[src/rtl/mul_seq_ctrl_pkg.sv]
// Shared execute-stage types and sizes for the multi-cycle multiply sequencer.
package exec_pkg;

  typedef enum logic [1:0] {
    IDLE = 2'd0,
    BUSY = 2'd1,
    DONE = 2'd2
  } mul_state_t;

  localparam int MUL_WIDTH = 64;
  localparam int MUL_BITS_PER_CYCLE = 1;
  localparam int MUL_CNT_W = $clog2(MUL_WIDTH / MUL_BITS_PER_CYCLE);

endpackage

[src/rtl/mul_seq_ctrl_if.sv]
// Issue/result bundle between the RegDec/Exec pipeline (master) and the multiply sequencer (slave).
interface mul_seq_ctrl_if
  import exec_pkg::*;
#(
  parameter int WIDTH = MUL_WIDTH
);
  logic             issue;
  logic             flush;
  logic [WIDTH-1:0] DataA;
  logic [WIDTH-1:0] DataB;
  logic [4:0]       Rd_in;
  logic             stall;
  logic             busy;
  logic             done;
  logic [WIDTH-1:0] result;
  logic [4:0]       Rd_out;

  modport master (
    output issue, flush, DataA, DataB, Rd_in,
    input  stall, busy, done, result, Rd_out
  );

  modport slave (
    input  issue, flush, DataA, DataB, Rd_in,
    output stall, busy, done, result, Rd_out
  );
endinterface

[src/rtl/mul_seq_ctrl_step.sv]
// One shift-add iteration: consumes BITS_PER_CYCLE multiplier bits, result truncated to WIDTH.
module mul_step #(
  parameter int WIDTH          = 64,
  parameter int BITS_PER_CYCLE = 1
) (
  input  logic [WIDTH-1:0] i_acc,
  input  logic [WIDTH-1:0] i_mcand,
  input  logic [WIDTH-1:0] i_mplier,
  output logic [WIDTH-1:0] o_acc,
  output logic [WIDTH-1:0] o_mcand,
  output logic [WIDTH-1:0] o_mplier
);

  always_comb begin
    o_acc = i_acc;
    for (int b = 0; b < BITS_PER_CYCLE; b++) begin
      if (i_mplier[b]) o_acc = o_acc + (i_mcand << b);
    end
    o_mcand  = i_mcand << BITS_PER_CYCLE;
    o_mplier = i_mplier >> BITS_PER_CYCLE;
  end

endmodule

[src/rtl/mul_seq_ctrl.sv]
// Multi-cycle low-half multiply sequencer with pipeline stall handshake.
// Optional MUL_EARLY_TERM_EN: finish as soon as the remaining multiplier bits are all zero.
//
// state | meaning
// IDLE  | waiting for an unflushed issue; stall follows issue combinationally
// BUSY  | one shift-add step per cycle, stall held
// DONE  | done pulse, result/Rd_out valid, pipeline advances
module mul_seq_ctrl
  import exec_pkg::*;
#(
  parameter int WIDTH          = MUL_WIDTH,
  parameter int BITS_PER_CYCLE = MUL_BITS_PER_CYCLE
) (
  input logic           clk,
  input logic           reset,
  mul_seq_ctrl_if.slave bus
);

  localparam int N     = WIDTH / BITS_PER_CYCLE;
  localparam int CNT_W = $clog2(N);

  mul_state_t       r_state, w_state_nxt;
  logic [WIDTH-1:0] r_acc, r_mcand, r_mplier, r_result;
  logic [WIDTH-1:0] w_acc_nxt, w_mcand_nxt, w_mplier_nxt;
  logic [4:0]       r_rd;
  logic [CNT_W-1:0] r_cnt;
  logic             w_accept, w_last;
  logic             w_stall, w_busy, w_done;

  mul_step #(
    .WIDTH          (WIDTH),
    .BITS_PER_CYCLE (BITS_PER_CYCLE)
  ) u_step (
    .i_acc    (r_acc),
    .i_mcand  (r_mcand),
    .i_mplier (r_mplier),
    .o_acc    (w_acc_nxt),
    .o_mcand  (w_mcand_nxt),
    .o_mplier (w_mplier_nxt)
  );

  assign w_accept = bus.issue && !bus.flush;

`ifdef MUL_EARLY_TERM_EN
  assign w_last = (r_cnt == CNT_W'(N - 1)) || (w_mplier_nxt == '0);
`else
  assign w_last = (r_cnt == CNT_W'(N - 1));
`endif

  always_ff @(posedge clk) begin
    if (reset) r_state <= IDLE;
    else       r_state <= w_state_nxt;
  end

  always_comb begin
    w_state_nxt = r_state;
    case (r_state)
      IDLE:    if (w_accept) w_state_nxt = BUSY;
      BUSY: begin
        if (bus.flush)   w_state_nxt = IDLE;
        else if (w_last) w_state_nxt = DONE;
      end
      DONE:    w_state_nxt = IDLE;
      default: w_state_nxt = IDLE;
    endcase
  end

  always_comb begin
    w_stall = 1'b0;
    w_busy  = 1'b0;
    w_done  = 1'b0;
    case (r_state)
      IDLE: w_stall = w_accept;
      BUSY: begin
        w_busy  = 1'b1;
        w_stall = !bus.flush;
      end
      DONE: begin
        w_busy = 1'b1;
        w_done = 1'b1;
      end
      default: ;
    endcase
  end

  // result is captured on the final step so it is already stable during DONE
  always_ff @(posedge clk) begin
    if (reset) begin
      r_acc    <= '0;
      r_mcand  <= '0;
      r_mplier <= '0;
      r_result <= '0;
      r_rd     <= '0;
      r_cnt    <= '0;
    end else if (r_state == IDLE && w_accept) begin
      r_acc    <= '0;
      r_mcand  <= bus.DataA;
      r_mplier <= bus.DataB;
      r_rd     <= bus.Rd_in;
      r_cnt    <= '0;
    end else if (r_state == BUSY && !bus.flush) begin
      r_acc    <= w_acc_nxt;
      r_mcand  <= w_mcand_nxt;
      r_mplier <= w_mplier_nxt;
      r_cnt    <= r_cnt + 1'b1;
      if (w_last) r_result <= w_acc_nxt;
    end
  end

  assign bus.stall  = w_stall;
  assign bus.busy   = w_busy;
  assign bus.done   = w_done;
  assign bus.result = r_result;
  assign bus.Rd_out = r_rd;

endmodule

[src/flat_wrapper.sv]
// flat-port wrapper written by rule: the top's interface ports become plain ports
module mul_seq_ctrl_flat import exec_pkg::*;
#(
  parameter int WIDTH          = MUL_WIDTH,
  parameter int BITS_PER_CYCLE = MUL_BITS_PER_CYCLE
)
  (clk, reset, bus_issue, bus_flush, bus_DataA, bus_DataB, bus_Rd_in, bus_stall, bus_busy, bus_done, bus_result, bus_Rd_out);
  mul_seq_ctrl_if #(.WIDTH(WIDTH)) bus_i ();
  input logic clk;
  input logic reset;
  input wire logic [$bits(bus_i.issue)-1:0] bus_issue;
  input wire logic [$bits(bus_i.flush)-1:0] bus_flush;
  input wire logic [$bits(bus_i.DataA)-1:0] bus_DataA;
  input wire logic [$bits(bus_i.DataB)-1:0] bus_DataB;
  input wire logic [$bits(bus_i.Rd_in)-1:0] bus_Rd_in;
  output wire logic [$bits(bus_i.stall)-1:0] bus_stall;
  output wire logic [$bits(bus_i.busy)-1:0] bus_busy;
  output wire logic [$bits(bus_i.done)-1:0] bus_done;
  output wire logic [$bits(bus_i.result)-1:0] bus_result;
  output wire logic [$bits(bus_i.Rd_out)-1:0] bus_Rd_out;
  assign bus_i.issue = bus_issue;
  assign bus_i.flush = bus_flush;
  assign bus_i.DataA = bus_DataA;
  assign bus_i.DataB = bus_DataB;
  assign bus_i.Rd_in = bus_Rd_in;
  assign bus_stall = bus_i.stall;
  assign bus_busy = bus_i.busy;
  assign bus_done = bus_i.done;
  assign bus_result = bus_i.result;
  assign bus_Rd_out = bus_i.Rd_out;
  mul_seq_ctrl #(.WIDTH(WIDTH), .BITS_PER_CYCLE(BITS_PER_CYCLE)) u_core (.clk(clk), .reset(reset), .bus(bus_i));
endmodule
[config.mk]
export PLATFORM = sky130hd
export DESIGN_NAME = mul_seq_ctrl_flat
export DESIGN_NICKNAME = d
export VERILOG_FILES = /design/src/rtl/mul_seq_ctrl_pkg.sv /design/src/rtl/mul_seq_ctrl_if.sv /design/src/rtl/mul_seq_ctrl_step.sv /design/src/rtl/mul_seq_ctrl.sv /design/src/flat_wrapper.sv
export SDC_FILE = /design/constraint.sdc
export NUM_CORES = 1
export LEC_CHECK = 0
export CAP_MARGIN = 20
export CORE_ASPECT_RATIO = 0.75
export CORE_MARGIN = 2
export CORE_UTILIZATION = 50
export CTS_CLUSTER_SIZE = 28
export DETAILED_ROUTE_END_ITERATION = 7
export PLACE_DENSITY_LB_ADDON = 0.1
export SLEW_MARGIN = 20
export SYNTH_ARGS = -nofsm -noshare
export SYNTH_HDL_FRONTEND = slang
export SYNTH_SLANG_ARGS = --single-unit
[constraint.sdc]
create_clock -name clk -period 2.8 [get_ports clk]
set_input_delay 0.56 -clock clk [delete_from_list [all_inputs] [get_ports clk]]
set_output_delay 0.56 -clock clk [all_outputs]
set_load 0.1 [all_outputs]
==> results.yml, run 1 <==
run_status:
  status: "finished with violations"
  violations: "setup timing"
clocking:
  postCtsHoldBufs: 0
  tritoncts: "built"
  cts.sinks: 269
  path_clk_slew_ps: 70
  clockBufferDepth: 3
  cts_max_level: 1
  clk_latency_ps: 580
  root_buffer: "clkbuf_16"
  cts_made_buffers: 27
detailed_routing:
  vias: 15530
  drt_iter0_drc: 1298
  routed_wl_mm: 48.42
  drtAntennaViolNets: 0
  wl_per_cell_um: 18.09
  firstDrtPassIters: 6
  drc: 0
  via_per_inst: 5.803
setup_path:
  rr_worst_depth: 14
  worst-path-buf-inv: 3
  cp_slowest_stage_delay_ps: 430
  path_depth: 14
  critical_path_class: "reg2reg"
  path_cells: "ha_4, buf_6, o21ai_0, nand2b_1, buf_4, a21oi_4, a2111oi_4, buf_4, o2111ai_2, nand3_2, a21boi_2, o41ai_2, xnor2_1, a2111oi_2"
  cp_data_required_time_ps: 3280
  end_kind: "flop"
  critPathMaxFanout: 3
  cp_top_family: "compound AO/OA/AOI/OAI gates"
  cp.arrival_ps: 3390
  worst_setup_path_start_kind: "flop"
  crit_top_cell: "buf_4"
  cp_slowest_cell: "a2111oi_4"
synthesis:
  yosysTopAreaCell: "dfxtp_1"
  syn-num-nets: 2145
  synthesis.area_um2: 15000
  ys.flop_type: "dfxtp_1"
  synth-seq-cells: 269
  syn_inst: 1939
  synth_top_area_share_pct: 35.91
  synth_warnings: 0
  ys_seq_area_share_pct: 35.91
  ys_types: 75
  syn_area_per_cell_um2: 7.735
  synth-edff-count: 0
  synth_area_leaders: "dfxtp_1 (36%), nand2_1 (11%), a311oi_1 (7.4%)"
  asyncSetResetFlopFracSynth_pct: 0
pwr:
  seq_power_share_pct: 42.9
  p_leak_nw: 7.988
  p_clk_share_pct: 37.7
  intPower_mw: 6.932
  p_sw_share_pct: 29.43
  pwr_density_cell_nw_per_um2: 480.2
  power.net_switching_mw: 2.891
  peakVddDrop_mv: 0.4138
  pwr-share-comb_pct: 19.4
timing:
  worst_pin_slew_ps: 966.4
  fin_crit_sh_pct: 103.9
  layout_min_cycle_time_ps: 2910
  whs_ps: 456.0
  fmax_ghz: 0.3437
  setup_ws_ps: -109.9
  rsz0062_at_grt: "true"
  finalClockSkew_ps: 31.02
  slew_headroom_pct: 35.57
  slew_violations: 0
  hold_violations: 0
  setup-violations-final: 14
finish:
  mostFrequentLayoutCells: "nand2_1 (417), buf_4 (285), dfxtp_1 (247)"
  layoutNonFillerInstCount: 2677
  layout_commonest_cell: "nand2_1"
  diodes: 0
  area_growth_pct: 36.41
  fin_nets: 2471
  drive_above_1_share_pct: 22.67
global_routing:
  antenna_found_initial: 0
  grtUsageTotal_pct: 29.77
  grt_overflow: 0
  grt_max_degree: 188
  grt_pass1_wl_mm: 76.95
  grt_pass1_vias: 14730
run:
  drv_cap: 0
place:
  gp_congestion: 0.9573
  io_buffers: 208
  hpwl_mm: 33.77
  placedCellCount: 2596
floorplan:
  die-area_um2: 31410
  start_util_pct: 51.15
  die_x_um: 204.0
  fp-row-count: 54
  core_area_um2: 29320
  io_pins: 209
  dieHeight_um: 154.0
min_path:
  hold_depth: 2
  hold_class: "reg2reg"
[metal layers]
metal	wire length (µm)	part of all wire [%]	global-route usage (%)	vias to the layer above
met5	0	0	0	-
met4	1149	2.4	7.281	0
met3	2933	6.1	4.515	71
met2	21390	44	47.04	487
met1	22940	47	42.57	7402
li1	-	-	-	7574
[sequential cells by signal, indices dropped and copies added (netlist names)]
signal and flops:
u_core.r_acc 64, u_core.bus.Rd_out 5, u_core.r_cnt 6, u_core.r_mplier 64, u_core.r_state 2, u_core.bus.result 64
u_core.r_mcand 64
[layout make-up]
type                       count  area (µm²)
multi-input combinational   1498        9736
fill                        2469        8865
sequential                   269        5413
timing repair buffer         442        3835
clock buffer                  35       725.7
tap                          392       490.5
clock inverter                14       157.7
inverter                      27       101.3
[worst register-to-register path, delay by kind of cell, from the launching register on]
kind                       cells  cell delay (ps)
AOI/OAI and AO/OA              7             1310
xor gates and xnor gates       1              150
adders and majority gates      1              290
buffers and inverters          3              440
DFF                            1              340
and+or+nand+nor                2              280
[what timing repair did]
action,in CTS,in global routing
endpoints found under the setup margin,59,63
pin swaps,34,74
hold endpoints to repair,0,0
gates resized for setup,69,122
setup buffers,15,17
[cells in the mapped netlist, types with 4 or more instances]
library cell	instances
o31ai_1	5
a21boi_0	6
clkbuf_1	115
ha_1	68
o21a_1	4
a211oi_1	67
o21ai_0	49
buf_1	10
or3_1	6
nand2_1	424
a311oi_1	127
a21o_2	5
a21o_1	29
clkbuf_8	7
xnor2_1	43
o22ai_1	11
dfxtp_1	269
nor2_1	250
o211ai_1	10
xor2_1	22
a31oi_1	13
nand2b_1	7
and2_1	6
nor3_1	24
buf_6	4
mux2i_1	31
a21oi_1	162
nand4_1	19
nand3_1	20
and3_1	7
o21bai_1	19
inv_1	27
and4_1	4
[final timing paths]
path                              from                     to  slack [ps]
setup / recovery    u_core.r_mcand[11]  u_core.bus.result[57]        -110
hold / removal    u_core.bus.Rd_out[4]   u_core.bus.Rd_out[4]         460
setup reg to reg    u_core.r_mcand[11]  u_core.bus.result[57]        -110
hold reg to reg   u_core.bus.Rd_out[4]   u_core.bus.Rd_out[4]         460
[stage by stage]
stage	setup TNS, ps	instance area [µm²]	util (%)	setup slack, ps	total power [mW]
2_1_floorplan	0	15000	-	75.41	5.307
3_3_place_gp	-4704	18370	62.63	-205.8	5.994
3_5_place_dp	-7569	18370	62.63	-323.9	6.025
4_1_cts	-45.34	19720	67.26	-29.85	9.767
5_1_grt	-4934	20460	69.77	-239.7	10.21
6_report	-614.2	20460	69.77	-109.9	9.824
[power by group through the flow]
stage	clock network (mW)	registers [mW]	logic, mW
4_1_cts	3.74	4.20	1.82
2_1_floorplan	0	4.25	1.05
3_5_place_dp	0	4.27	1.76
5_1_grt	3.90	4.23	2.08
6_report	3.70	4.21	1.91
3_3_place_gp	0	4.26	1.73
[kinds of logic after synthesis]
logic type	count (synthesis)	synth area share (%)
buf+inv	172	5.381
fa+ha+maj	69	5.806
simple gates	789	21.73
xor+xnor	65	3.796
flops	269	35.91
mux	31	2.069
compound gates	544	25.31
Power figures use the tool's default switching activity.
==> inputs of run 2 (changes only) <==
- CAP_MARGIN: 20 -> 10
==> results of run 2 <==
No change in the layout: final DEF, timing and power equal those of run 1.
==> inputs of run 3 (changes only) <==
- CAP_MARGIN: 10 -> 25
- CORE_UTILIZATION: 50 -> 55
- clock period: 2.8 -> 3.3 ns (I/O delays scaled with it)
==> run 3 against run 2 <==
Against the previous run:
- the flow now finishes without violations
- worst setup slack improved by 230 ps
- combinational power fell by 29%
- clock skew shrank 12 ps
- global-route usage up 0.73 points
- critical path type unchanged
==> results.yml, run 3 (same netlist as run 1, synthesis figures left out) <==
run_status:
  status: "finished clean"
timing:
  setup-violations-final: 0
  layout_min_cycle_time_ps: 3182
  worst_pin_slew_ps: 981.3
  finalClockSkew_ps: 18.81
  hold_violations: 0
  slew_headroom_pct: 34.58
  setup_ws_ps: 118.3
  fin_crit_sh_pct: 96.41
  final.setup.tns_ps: 0
  slew_violations: 0
  fmax_ghz: 0.3143
clocking:
  cts.sinks: 269
  postCtsHoldBufs: 0
  root_buffer: "clkbuf_16"
  clk_latency_ps: 570
  tritoncts: "built"
  cts_max_level: 1
  path_clk_slew_ps: 70
  cts_made_buffers: 28
  clockBufferDepth: 3
setup_path:
  cp_data_required_time_ps: 3780
  r2r_setup_slack_ps: 120
  timing.rr.end: "u_core.bus.result[51]"
  rr_worst_depth: 11
  rr_startpoint: "u_core.r_mcand[20]"
  cp.arrival_ps: 3660
  critPathMaxFanout: 9
  critical_path_class: "reg2reg"
  end_kind: "flop"
  worst_setup_path_start_kind: "flop"
place:
  gp_congestion: 0.9737
  pre_cts_ws_ps: 63.16
  io_buffers: 208
  hpwl_mm: 30.72
floorplan:
  die_x_um: 194.7
  core_area_um2: 26870
  dieHeight_um: 147.0
  fp-row-count: 52
  die-area_um2: 28620
  start_util_pct: 55.82
  io_pins: 209
pwr:
  pwr-share-comb_pct: 16.4
  p_sw_share_pct: 28.72
  intPower_mw: 5.876
  pwr_density_cell_nw_per_um2: 454.3
  p_total_mw: 8.244
  p_clk_share_pct: 40.4
  p_leak_nw: 6.802
  seq_power_share_pct: 43.2
  power.net_switching_mw: 2.368
  peakVddDrop_mv: 0.3960
global_routing:
  grtUsageTotal_pct: 30.50
  antenna_found_initial: 0
  grt_pass1_vias: 13750
  grt_overflow: 0
  grt_max_degree: 159
  grt_pass1_wl_mm: 72.15
detailed_routing:
  via_per_inst: 5.942
  top_layer_used: "met4"
  met3_length_mm: 2.668
  vias: 14550
  drtAntennaViolNets: 0
  met2_length_mm: 19.41
  firstDrtPassIters: 5
  met1Wirelength_mm: 21.28
  wl_per_cell_um: 18.17
  drc: 0
  drt_iter0_drc: 1153
  routed_wl_mm: 44.49
finish:
  layout_commonest_cell: "nand2_1"
  drive_above_1_share_pct: 10.49
  mostFrequentLayoutCells: "nand2_1 (423), dfxtp_1 (268), nor2_1 (248)"
  fin_nets: 2282
  diodes: 0
  area_growth_pct: 21.00
  final.fill_count: 2261
min_path:
  hp-start: "u_core.bus.Rd_out[1]"
  hold_end: "u_core.bus.Rd_out[1]"
  hold_depth: 2
  hold_class: "reg2reg"
run:
  drv_cap: 0
run 3: cell count changes in the layout (fill, tap and decap cells not counted), moves of 9 or more:
| cell | delta |
|---|---|
| ha_4 | -15 |
| dfxtp_1 | +21 |
| buf_6 | -10 |
| a21oi_1 | +20 |
| a21oi_2 | -14 |
| buf_4 | -178 |
| dfxtp_2 | -21 |
| ha_1 | +12 |
| o21ai_0 | +9 |
run 3: cell type report:
cell class / instances / area, µm² / area share (%)
clock buffers: 35 / 777.0 / 4.282
multi-input cells: 1498 / 8906 / 49.08
clock inverters: 17 / 191.4 / 1.055
inverters: 27 / 101.3 / 0.5585
well taps: 351 / 439.2 / 2.420
repair buffers: 252 / 2346 / 12.93
flip-flops and latches: 269 / 5386 / 29.68
run 3: worst max path at each step:
stage | depth (start not counted) | startpoint | end | slack [ps]
after floorplan | 5 | bus_flush | bus_stall | 420
after global placement | 12 | u_core.r_mcand[9] | u_core.bus.result[49] | 100
after detailed placement | 12 | u_core.r_mcand[9] | u_core.r_acc[62] | 60
after CTS | 12 | u_core.r_mcand[9] | u_core.bus.result[49] | 40
after global routing | 12 | u_core.r_mcand[12] | u_core.bus.result[49] | -10
final | 11 | u_core.r_mcand[20] | u_core.bus.result[51] | 120
run 3: per-layer routing:
| metal | track usage (%) | vias to the layer above |
|---|---|---|
| met1 | 44.24 | 6867 |
| met4 | 8.462 | 0 |
| met2 | 47.10 | 432 |
| met3 | 4.660 | 72 |
| met5 | 0.3367 | - |
| li1 | - | 7182 |
run 3: timing repair:
action                     in CTS  in global routing
setup endpoints to repair       0                 26
buffers inserted                0                  3
hold endpoints to repair        0                  0
resized for setup               0                 16
run 3: critical path: stages (launching register included):
cell,delay [ps]
dfxtp_1,340
ha_1,450
nand2_1,160
or4_4,590
a211oi_2,160
buf_4,160
o211ai_2,170
a211oi_2,370
nor2_1,110
xnor2_1,250
nand2_1,80
a211oi_1,250
run 3: stage by stage:
stage	cell area, µm²	hold WS [ps]	util (%)	std cells
after floorplan	15000	447.9	-	1939
after global placement	17080	443.8	63.57	2394
after detailed placement	17080	446.6	63.57	2394
after CTS	18050	455.3	67.17	2446
after global routing	18150	489.3	67.54	2449
final	18150	455.9	67.54	2449
run 3: power by group through the flow:
stage / Clock (mW) / Combinational [mW] / Sequential (mW)
global placement: 0 / 1.30 / 3.62
CTS: 3.38 / 1.33 / 3.56
detailed placement: 0 / 1.32 / 3.62
finish: 3.33 / 1.35 / 3.56
floorplan: 0 / 0.894 / 3.61
global route: 3.51 / 1.47 / 3.58
